File: src/rtl/vga_scan_controller.sv
// Raster-timing master: pixel enable, scan counters, sync generation and
// colour capture for a VGA DAC, with syncs delayed to line up with the colour.
module vga_scan_controller #(
  parameter int H_ACTIVE = 640,
  parameter int H_FP     = 16,
  parameter int H_SYNC   = 96,
  parameter int H_BP     = 48,
  parameter int V_ACTIVE = 480,
  parameter int V_FP     = 10,
  parameter int V_SYNC   = 2,
  parameter int V_BP     = 33,
  parameter int CLK_DIV  = 4,
  parameter int PIPE_LAT = 1
) (
  input  logic       clk_100MHz,
  input  logic       reset,
  output logic       pix_tick,
  output logic [9:0] x_ptr,
  output logic [9:0] y_ptr,
  output logic       video_on,
  input  logic [7:0] RGB,
  output logic [2:0] vga_r,
  output logic [2:0] vga_g,
  output logic [1:0] vga_b,
  output logic       hsync,
  output logic       vsync,
  output logic       frame_start
);

  localparam int H_TOTAL = H_ACTIVE + H_FP + H_SYNC + H_BP;
  localparam int V_TOTAL = V_ACTIVE + V_FP + V_SYNC + V_BP;
  localparam int DIV_W   = (CLK_DIV <= 2) ? 1 : $clog2(CLK_DIV);

  localparam logic [DIV_W-1:0] DIV_LAST = DIV_W'(CLK_DIV - 1);
  localparam logic [DIV_W-1:0] DIV_PRE  = DIV_W'(CLK_DIV - 2);

  localparam logic [9:0] X_LAST   = 10'(H_TOTAL - 1);
  localparam logic [9:0] Y_LAST   = 10'(V_TOTAL - 1);
  localparam logic [9:0] X_ACTIVE = 10'(H_ACTIVE);
  localparam logic [9:0] Y_ACTIVE = 10'(V_ACTIVE);
  localparam logic [9:0] HS_START = 10'(H_ACTIVE + H_FP);
  localparam logic [9:0] HS_END   = 10'(H_ACTIVE + H_FP + H_SYNC);
  localparam logic [9:0] VS_START = 10'(V_ACTIVE + V_FP);
  localparam logic [9:0] VS_END   = 10'(V_ACTIVE + V_FP + V_SYNC);

  logic [DIV_W-1:0] r_div_cnt;
  logic             r_pix_tick;
  logic [9:0]       r_x_ptr;
  logic [9:0]       r_y_ptr;
  logic             r_frame_start;
  logic [2:0]       r_stage [PIPE_LAT];
  logic             r_hsync;
  logic             r_vsync;
  logic [7:0]       r_vga;

  logic [9:0] w_x_next;
  logic [9:0] w_y_next;
  logic       w_x_last;
  logic       w_y_last;
  logic       w_hs_act;
  logic       w_vs_act;
  logic       w_video_on;
  logic [2:0] w_tail;

  // The tick is registered one count early so it lines up with div_cnt==CLK_DIV-1.
  always_ff @(posedge clk_100MHz) begin
    if (reset) begin
      r_div_cnt  <= '0;
      r_pix_tick <= 1'b0;
    end else begin
      r_div_cnt  <= (r_div_cnt == DIV_LAST) ? '0 : r_div_cnt + 1'b1;
      r_pix_tick <= (r_div_cnt == DIV_PRE);
    end
  end

  assign w_x_last = (r_x_ptr == X_LAST);
  assign w_y_last = (r_y_ptr == Y_LAST);

  always_comb begin
    w_x_next = r_x_ptr;
    w_y_next = r_y_ptr;
    if (r_pix_tick) begin
      if (w_x_last) begin
        w_x_next = '0;
        w_y_next = w_y_last ? '0 : r_y_ptr + 1'b1;
      end else begin
        w_x_next = r_x_ptr + 1'b1;
      end
    end
  end

  always_ff @(posedge clk_100MHz) begin
    if (reset) begin
      r_x_ptr       <= '0;
      r_y_ptr       <= '0;
      r_frame_start <= 1'b0;
    end else begin
      r_x_ptr       <= w_x_next;
      r_y_ptr       <= w_y_next;
      r_frame_start <= r_pix_tick && w_x_last && w_y_last;
    end
  end

  // Stages carry active-high sync flags so a cleared stage means "no sync".
  assign w_hs_act   = (r_x_ptr >= HS_START) && (r_x_ptr < HS_END);
  assign w_vs_act   = (r_y_ptr >= VS_START) && (r_y_ptr < VS_END);
  assign w_video_on = (r_x_ptr < X_ACTIVE) && (r_y_ptr < Y_ACTIVE);

  always_ff @(posedge clk_100MHz) begin
    if (reset) begin
      for (int i = 0; i < PIPE_LAT; i++) begin
        r_stage[i] <= '0;
      end
    end else if (r_pix_tick) begin
      for (int i = PIPE_LAT - 1; i > 0; i--) begin
        r_stage[i] <= r_stage[i-1];
      end
      r_stage[0] <= {w_hs_act, w_vs_act, w_video_on};
    end
  end

  assign w_tail = r_stage[PIPE_LAT-1];

  // The colour for a position reaches RGB PIPE_LAT ticks after the counters
  // and is captured one tick later, so syncs take the same final register.
  always_ff @(posedge clk_100MHz) begin
    if (reset) begin
      r_hsync <= 1'b1;
      r_vsync <= 1'b1;
      r_vga   <= '0;
    end else if (r_pix_tick) begin
      r_hsync <= ~w_tail[2];
      r_vsync <= ~w_tail[1];
      r_vga   <= w_tail[0] ? RGB : 8'h00;
    end
  end

  assign pix_tick    = r_pix_tick;
  assign x_ptr       = r_x_ptr;
  assign y_ptr       = r_y_ptr;
  assign video_on    = w_video_on;
  assign frame_start = r_frame_start;
  assign hsync       = r_hsync;
  assign vsync       = r_vsync;
  assign vga_r       = r_vga[7:5];
  assign vga_g       = r_vga[4:2];
  assign vga_b       = r_vga[1:0];

endmodule

File: config.mk
export PLATFORM = sky130hd
export DESIGN_NAME = vga_scan_controller
export DESIGN_NICKNAME = d
export VERILOG_FILES = /design/src/rtl/vga_scan_controller.sv
export SDC_FILE = /design/constraint.sdc
export NUM_CORES = 1
export LEC_CHECK = 0
export ABC_AREA = 1
export CORE_MARGIN = 2
export CORE_UTILIZATION = 35
export CTS_CLUSTER_SIZE = 25
export DETAILED_ROUTE_END_ITERATION = 7
export HOLD_SLACK_MARGIN = 0.1
export MAX_ROUTING_LAYER = met4
export PLACE_DENSITY_LB_ADDON = 0.08
export SLEW_MARGIN = 20
export SYNTH_ARGS = -nofsm -noshare
export SYNTH_HDL_FRONTEND = slang
export SYNTH_SLANG_ARGS = --single-unit
File: constraint.sdc
create_clock -name clk_100MHz -period 1.89 [get_ports clk_100MHz]
set_clock_uncertainty 0.15 [all_clocks]
set_input_delay 0.378 -clock clk_100MHz [delete_from_list [all_inputs] [get_ports clk_100MHz]]
set_output_delay 0.378 -clock clk_100MHz [all_outputs]
set_load 0.02 [all_outputs]
==> Yosys cells after proc, flatten, opt, wreduce, memory -nomap -nowiden <==
Memory sizes are Yosys's and may differ from the RTL's.
Index checks and enable logic that the tools add are counted.
{ "totals": {"ram_bits": 3, "ff_bits": 34, "word_cells": 42, "memories": 1} }
{ "memory_table": {"columns": ["name", "depth", "width", "rd", "rd_clocked_by_memory_dff", "write_ports", "line", "text"], "rows": [
  ["r_stage", 1, 3, 1, 0, 1, "51", "logic [2:0] r_stage [PIPE_LAT];"]
]} }
{ "op_classes": {"reduce_logical": 8, "addsub": 3, "muxes": 10, "n_eq_ne": 4, "bitwise": 2, "n_lt_le_gt_ge": 6} }
{ "ops": {"columns": ["operator", "n"], "rows": [
  ["10-bit by 1-bit adder with 10-bit output (second input constant)", 2],
  ["10-bit equality test (second input constant)", 2],
  ["10-bit less-than comparator (second input constant)", 2],
  ["10-bit by 9-bit less-than comparator with 1-bit output (second input constant)", 2],
  ["10-bit two-way mux", 2],
  ["10-bit greater-or-equal comparator (second input constant)", 1],
  ["10-bit by 9-bit greater-or-equal comparator with 1-bit output (second input constant)", 1],
  ["8-bit two-way mux", 1],
  ["1-bit two-way mux", 6],
  ["1-bit logical AND", 5],
  ["2-bit equality test (second input constant)", 2],
  ["3-bit two-way mux", 1],
  ["3-bit OR reduction", 1],
  ["2-bit by 1-bit adder with 2-bit output (second input constant)", 1],
  ["1-bit inverter", 2],
  ["2-bit AND reduction", 1],
  ["2-bit OR reduction", 1]
]} }

==> Logic depth before layout (Yosys ltp) <==
Gate-level depths: netlist of the first run.
{ "logic_depth": {"depth_word": 5, "mapped_depth": 9, "depth_no_buf": 9} }

==> Worst setup path before layout of the first run <==
OpenSTA, ideal clock, no wires.
{ "synth_path": {"path_kind": "register -> register", "start": "register r_x_ptr[1] (netlist: x_ptr[1])", "end": "register r_y_ptr[2] (netlist: y_ptr[2])", "arrival_ns": 1.435, "path_buffers": 1, "synth_period_minus_slack_ns": 1.701, "path_slack_ns": 0.189, "path_stages_with_launch": 10, "setup_ns": 0.116, "path_cell_list": "dfxtp_1 > ha_1 > nand2_2 > nor2_4 > nand2_4 > nor2_8 > buf_8 > nand3_1 > nand3_1 > nor2_1"} }
{ "synth_between": {"elab_chain_cells": 2} }
{ "synth_lines": {"columns": ["item", "line", "text"], "rows": [
  ["start: declaration", "48", "logic [9:0] r_x_ptr;"],
  ["start signal: assignment", "98", "r_x_ptr <= w_x_next;"],
  ["10-bit equality test", "76", "assign w_x_last = (r_x_ptr == X_LAST);"],
  ["2-bit AND reduction (no line)", null, null],
  ["end signal: assignment", "99", "r_y_ptr <= w_y_next;"],
  ["end: declaration", "49", "logic [9:0] r_y_ptr;"]
]} }
No other way between the ends.
A chain may end at the register's enable or synchronous reset.

==> Final worst setup path of the first run <==
{ "layout_path": {"start": "register r_x_ptr[0] (netlist: x_ptr[0])", "end": "output port x_ptr[0]"} }
{ "layout_rtl": {"columns": ["item", "line", "text"], "rows": [
  ["end: declaration", "18", "output logic [9:0] x_ptr,"]
]} }
No word-level cell between the ends.

==> metrics.yaml, run 1 <==
status: "finished clean"
hold_start: "r_stage[0][1]$_SDFFCE_PN0P_"
die-area_mm2: 0.005579
p_sw_share_pct: 21.12
ff_latch_area_um2: 770.7
clkLatencyLatePin_ps: 290
r2r_end: "y_ptr[7]$_SDFFE_PP0P_"
final_nets: 302
final_util_pct: 52.24
fillers: 470
power.density_mw_per_mm2: 653.1
drv_slew: 0
diodes: 0
hpwlAfterDp_mm: 3.164
yosysWarnings: 0
layout_common_cells: "38 x nand2_1, 37 x nor2_1, 34 x dfxtp_1, 28 x inv_1, 28 x clkdlybuf4s50_1"
cts-buffers-inserted: 5
drc_errors: 0
ctsHoldBuffers: 0
layout.cells.non_filler: 353
final_design_area_no_fill_mm2: 0.002500
cts_sinks: 37
clockRootBuffer: "clkbuf_8"
clkTransAtPathRegs_ps: 70
cts_tree: "yes"
grt_antenna_before_repair: 0
synth_cells: 223
vias: 1645
ys_ff_latch: 37
ys_top_cells_by_area: "dfxtp_1 39%, nand2_1 8.2%, nor2_1 7.9%"
max_stage_delay_ps: 620
worstHoldPathCells: 1
chipWidth_um: 74.70
pwr-share-clk_pct: 43.6
netlist_area_mm2: 0.001749
ios: 43
grt_setup_unrepaired: "false"
layout_min_cycle_time_ps: 1829
r2r-start: "x_ptr[0]$_SDFFE_PP0P_"
grt_pass1_vias: 1522
core.rowCount: 25
gp_congestion: 0.7730
switchingPower_uw: 344.8
power_mw: 1.633
area_growth_pct: 42.92
start_kind: "flip-flop"
max_slew_margin_pct: 78.04
placedCellCount: 345
syn_avg_cell_area_um2: 7.844
syn_nets: 240
seqPwrFrac_pct: 50.2
endpoint_kind: "output pin"
yosysSeqAreaShare_pct: 44.06
drt_iter0_markers: 68
arrival_ps: 1300
cpMaxStageDelayCell: "clkdlybuf4s50_1"
grt_max_degree: 15
internal-power_mw: 1.288
port_buffers: 42
yosys.area.top_type_share_pct: 38.91
startpoint: "x_ptr[0]$_SDFFE_PP0P_"
cp_cell_sequence: "clkdlybuf4s50_1"
hold_path.class: "reg2reg"
ys_types: 31
cpLargestDelayFamily: "buffers and inverters"
h-tree-depth: 2
p_leak_nw: 1.148
yosysTopAreaCell: "dfxtp_1"
max_cap_violations: 0
ir_drop_uv: 490.0
worstHoldEndpoint: "vsync$_SDFFE_PP1P_"
multi_input_area_um2: 842.1
clockBufferDepth: 2
initial_utilization_pct: 36.55
core-area_mm2: 0.004786
postRouteAntennaNets: 0
pre_cts_ws_ps: 62.08
tightest_slew_ps: 328.2
layout-drive-gt1-share_pct: 12.94
finalHoldViolations: 0
worstRegToRegCells: 9
grt-ovfl-total: 0
via_per_inst: 4.660
post_cts_buffers: 0
drtPass1Iterations: 4
wire_per_inst_um: 11.41
grt_usage_pct: 16.75
crit_fanout: 4
power_frac_comb_pct: 6.2
whs_ps: 267.7
die_h_um: 74.70
required_ps: 1360
final_common_cell: "nand2_1"
routed_wl_mm: 4.028
finalSetupViolations: 0
period_share_pct: 96.75
setup_slack_ps: 61.41
dpl_cell_area_mm2: 0.002379
crit_buf_inv: 1
tns_ps: 0
regToRegSetupSlack_ps: 230
max_freq_mhz: 546.9
worstSetupPathType: "reg2out"
grt_pass1_wl_mm: 6.886
## cells by family after synthesis
logic type / Yosys count / share of synthesized area (%)
fa+ha+maj: 7 / 5.007
flops: 37 / 44.06
compound gates: 25 / 10.09
xor+xnor: 2 / 1.002
simple gates: 119 / 32.05
buf+inv: 33 / 7.796
## registers in the layout (all words and copies together) (netlist names)
signal and count:
frame_start 1, hsync 1, pix_tick 1, r_div_cnt 2
r_stage 3, r_vga 8, vsync 1, x_ptr 10
y_ptr 10
## worst max-delay path by stage
stage	end	slack (ps)	cells past startpoint
floorplan	y_ptr[2]$_SDFFE_PP0P_	190	9
global placement	r_vga[3]$_SDFFE_PP0P_	80	6
detailed placement	r_vga[3]$_SDFFE_PP0P_	60	6
CTS	y_ptr[4]	0.5	1
global route	x_ptr[0]	0.9	1
finish	x_ptr[0]	60	1
## cells in the mapped netlist
| master | n |
|---|---|
| edfxtp_1 | 3 |
| nor4_1 | 1 |
| inv_1 | 28 |
| o22ai_1 | 1 |
| nor2_4 | 1 |
| o2111ai_1 | 1 |
| nor2_2 | 1 |
| a21oi_2 | 1 |
| nand2_1 | 38 |
| ha_1 | 7 |
| a211oi_1 | 1 |
| a21oi_1 | 10 |
| buf_1 | 1 |
| o21ai_1 | 1 |
| nand2_2 | 3 |
| a32o_1 | 8 |
| clkinv_1 | 1 |
| nand3_1 | 20 |
| nor2_8 | 1 |
| nor3_1 | 8 |
| dfxtp_1 | 34 |
| clkbuf_1 | 1 |
| xor2_1 | 2 |
| nor2_1 | 37 |
| o21ai_0 | 2 |
| nor3_2 | 1 |
| buf_8 | 1 |
| nand3_2 | 3 |
| buf_2 | 1 |
| nand2_4 | 1 |
| nand4_1 | 4 |
## what timing repair did
| item | 4_1_cts | 5_1_grt |
|---|---|---|
| endpoints found under the hold margin | 0 | 0 |
| endpoints found under the setup margin | 7 | 8 |
| resized for setup | 7 | 9 |
## metal layers
metal,track usage (%),up-vias,wire length [um]
li1,-,859,-
met1,21.72,738,1951
met2,24.98,41,1789
met3,5.221,7,235
met4,5.357,0,51
met5,-,-,0
## power by group through the flow
stage | Clock (mW) | Combinational, mW | Sequential, mW
floorplan | 0 | 0.0410 | 0.842
global placement | 0 | 0.103 | 0.838
detailed placement | 0 | 0.104 | 0.838
CTS | 0.730 | 0.103 | 0.820
global route | 0.772 | 0.113 | 0.822
finish | 0.712 | 0.101 | 0.819
## layout make-up
cell class / instances / share of cell area [%]
multi-input combinational: 153 / 33.68
sequential: 37 / 30.83
timing repair buffer: 59 / 23.12
clock buffer: 7 / 3.453
tap: 67 / 3.353
clock inverter: 1 / 1.201
inverter: 29 / 4.354
Note: power is estimated with default switching activity, not from simulation.
==> run 2, diff against run 1 <==
--- a/config.mk
+++ b/config.mk
@@ -6,7 +6,6 @@
 export NUM_CORES = 1
 export LEC_CHECK = 0
 export ABC_AREA = 1
-export CORE_MARGIN = 2
 export CORE_UTILIZATION = 35
 export CTS_CLUSTER_SIZE = 25
 export DETAILED_ROUTE_END_ITERATION = 7
==> metrics.yaml, run 2 (synthesized netlist as in run 1, its figures left out) <==
diodes: 0  # unchanged
crit_buf_inv: 1  # unchanged
die_h_um: 72.70  # -2.7%
grt_setup_unrepaired: "false"
h-tree-depth: 2  # unchanged
period_share_pct: 97.34  # +0.59 points
drv_slew: 0  # unchanged
drtPass1Iterations: 5  # +1
layout_common_cells: "38 x nand2_1, 37 x nor2_1, 33 x dfxtp_1, 28 x inv_1, 26 x clkdlybuf4s50_1"
cpLargestDelayFamily: "buffers and inverters"
chipWidth_um: 72.70  # -2.7%
core.rowCount: 25  # unchanged
gp_congestion: 0.8348  # +8.0%
hpwlAfterDp_mm: 3.089  # -2.4%
whs_ps: 278.3  # +10.53 ps
required_ps: 1360  # about the same
core-area_mm2: 0.004755  # -0.65%
cts_tree: "yes"
final_common_cell: "nand2_1"
area_growth_pct: 44.78
grt_max_degree: 15  # unchanged
routed_wl_mm: 4.069  # +1.0%
ctsHoldBuffers: 0  # unchanged
final_nets: 303  # +0.33%
final_util_pct: 53.26  # +1.0 points
finalSetupViolations: 0  # unchanged
layout-drive-gt1-share_pct: 13.59  # +0.65 points
start_kind: "flip-flop"
status: "finished clean"
via_per_inst: 4.647  # -0.28%
cp.depth: 1  # unchanged
die-area_mm2: 0.005285  # -5.3%
max_freq_mhz: 543.5  # -0.61%
worstSetupPathType: "reg2out"
cp_cell_sequence: "clkdlybuf4s50_1"
ir_drop_uv: 452.8  # -7.6%
arrival_ps: 1310  # about the same
clkLatencyLatePin_ps: 290  # about the same
power.density_mw_per_mm2: 685.2  # +4.9%
clockRootBuffer: "clkbuf_8"
vias: 1645  # unchanged
grt-ovfl-total: 0  # unchanged
crit_fanout: 5  # +1
grt_antenna_before_repair: 0  # unchanged
hold_path.class: "reg2reg"
endpoint_kind: "output pin"
postRouteAntennaNets: 0  # unchanged
port_buffers: 42  # unchanged
tightest_slew_ps: 410.0  # +81.75 ps
clkTransAtPathRegs_ps: 70  # about the same
cts_sinks: 37  # unchanged
max_stage_delay_ps: 630  # about the same
grt_pass1_wl_mm: 6.596  # -4.2%
finalHoldViolations: 0  # unchanged
cts-buffers-inserted: 5  # unchanged
wire_per_inst_um: 11.49  # +0.73%
worstRegToRegCells: 8  # -1
layout_min_cycle_time_ps: 1840  # +11.21 ps
max_cap_violations: 0  # unchanged
p_leak_nw: 1.187  # +3.4%
initial_utilization_pct: 36.79  # +0.24 points
drc_errors: 0  # unchanged
max_slew_margin_pct: 72.57  # -5.5 points
drt_iter0_markers: 88  # +29%
clockBufferDepth: 2  # unchanged
power_mw: 1.735  # +6.3%
ios: 43  # unchanged
tns_ps: 0  # unchanged
cpMaxStageDelayCell: "clkdlybuf4s50_1"
grt_usage_pct: 16.70  # -0.051 points
grt_pass1_vias: 1452  # -4.6%
worstHoldPathCells: 1  # unchanged
## run 2: cell count changes in the layout (fill, tap and decap cells not counted)
cell / delta
clkdlybuf4s15_1: +1
dlymetal6s2s_1: +1
dlygate4sd2_1: +1
bufinv_16: +1
clkbuf_8: -1
clkbuf_2: -1
dfxtp_2: +1
clkdlybuf4s50_1: -2
dfxtp_1: -1
clkbuf_1: -1
clkinv_2: +1
buf_4: +1
## run 2: stage by stage
| step | std cells | instance area [um2] | worst slack [ps] |
|---|---|---|---|
| 4_1_cts | 353 | 2502 | 3.638 |
| 3_5_place_dp | 345 | 2379 | -28.09 |
| 6_report | 354 | 2532 | 50.20 |
| 5_1_grt | 354 | 2532 | 4.384 |
| 2_1_floorplan | 223 | 1749 | 189.4 |
| 3_3_place_gp | 345 | 2379 | 0.8166 |
## run 2: cell type report
type	instances	area, um2
Clock buffer	5	68.82
Multi-Input combinational cell	153	842.1
Timing Repair Buffer	60	591.8
Clock inverter	3	65.06
Tap cell	67	83.83
Sequential cell	37	772.0
Inverter	29	108.9
Fill cell	487	2222
## run 2: routing by layer
metal | track usage (%) | wire length (um)
met1 | 21.72 | 2044
met5 | - | 0
met2 | 25.13 | 1795
met3 | 4.282 | 186
met4 | 5.882 | 44
## run 2: final timing paths
| path | start | to | slack (ps) |
|---|---|---|---|
| min | r_stage[0][2]$_SDFFCE_PN0P_ | hsync$_SDFFE_PP1P_ | 280 |
| min reg2reg | r_stage[0][2]$_SDFFCE_PN0P_ | hsync$_SDFFE_PP1P_ | 280 |
| max reg2reg | x_ptr[0]$_SDFFE_PP0P_ | x_ptr[3]$_SDFFE_PP0P_ | 240 |
| max | y_ptr[3]$_SDFFE_PP0P_ | y_ptr[3] | 50 |
## run 2: worst register-to-register path: stages (launching register included)
cell and delay, ps:
dfxtp_1 320, ha_1 240, nand2_2 120, nor2_4 60, nand2_4 90, nor2_8 40
nor2_1 330, inv_1 110, nor3_1 130
## run 2: repair_timing
| item | CTS | global route |
|---|---|---|
| gates resized for setup | 8 | 10 |
| setup buffers | 0 | 1 |
| endpoints found under the hold margin | 0 | 0 |
| endpoints found under the setup margin | 8 | 9 |
| pin swaps | 0 | 2 |
## run 2: report_power, final
part / total [mW] / switching [mW] / internal, mW
sequential: 0.818 / 0.0120 / 0.806
clock: 0.814 / 0.290 / 0.524
combinational: 0.103 / 0.0526 / 0.0505
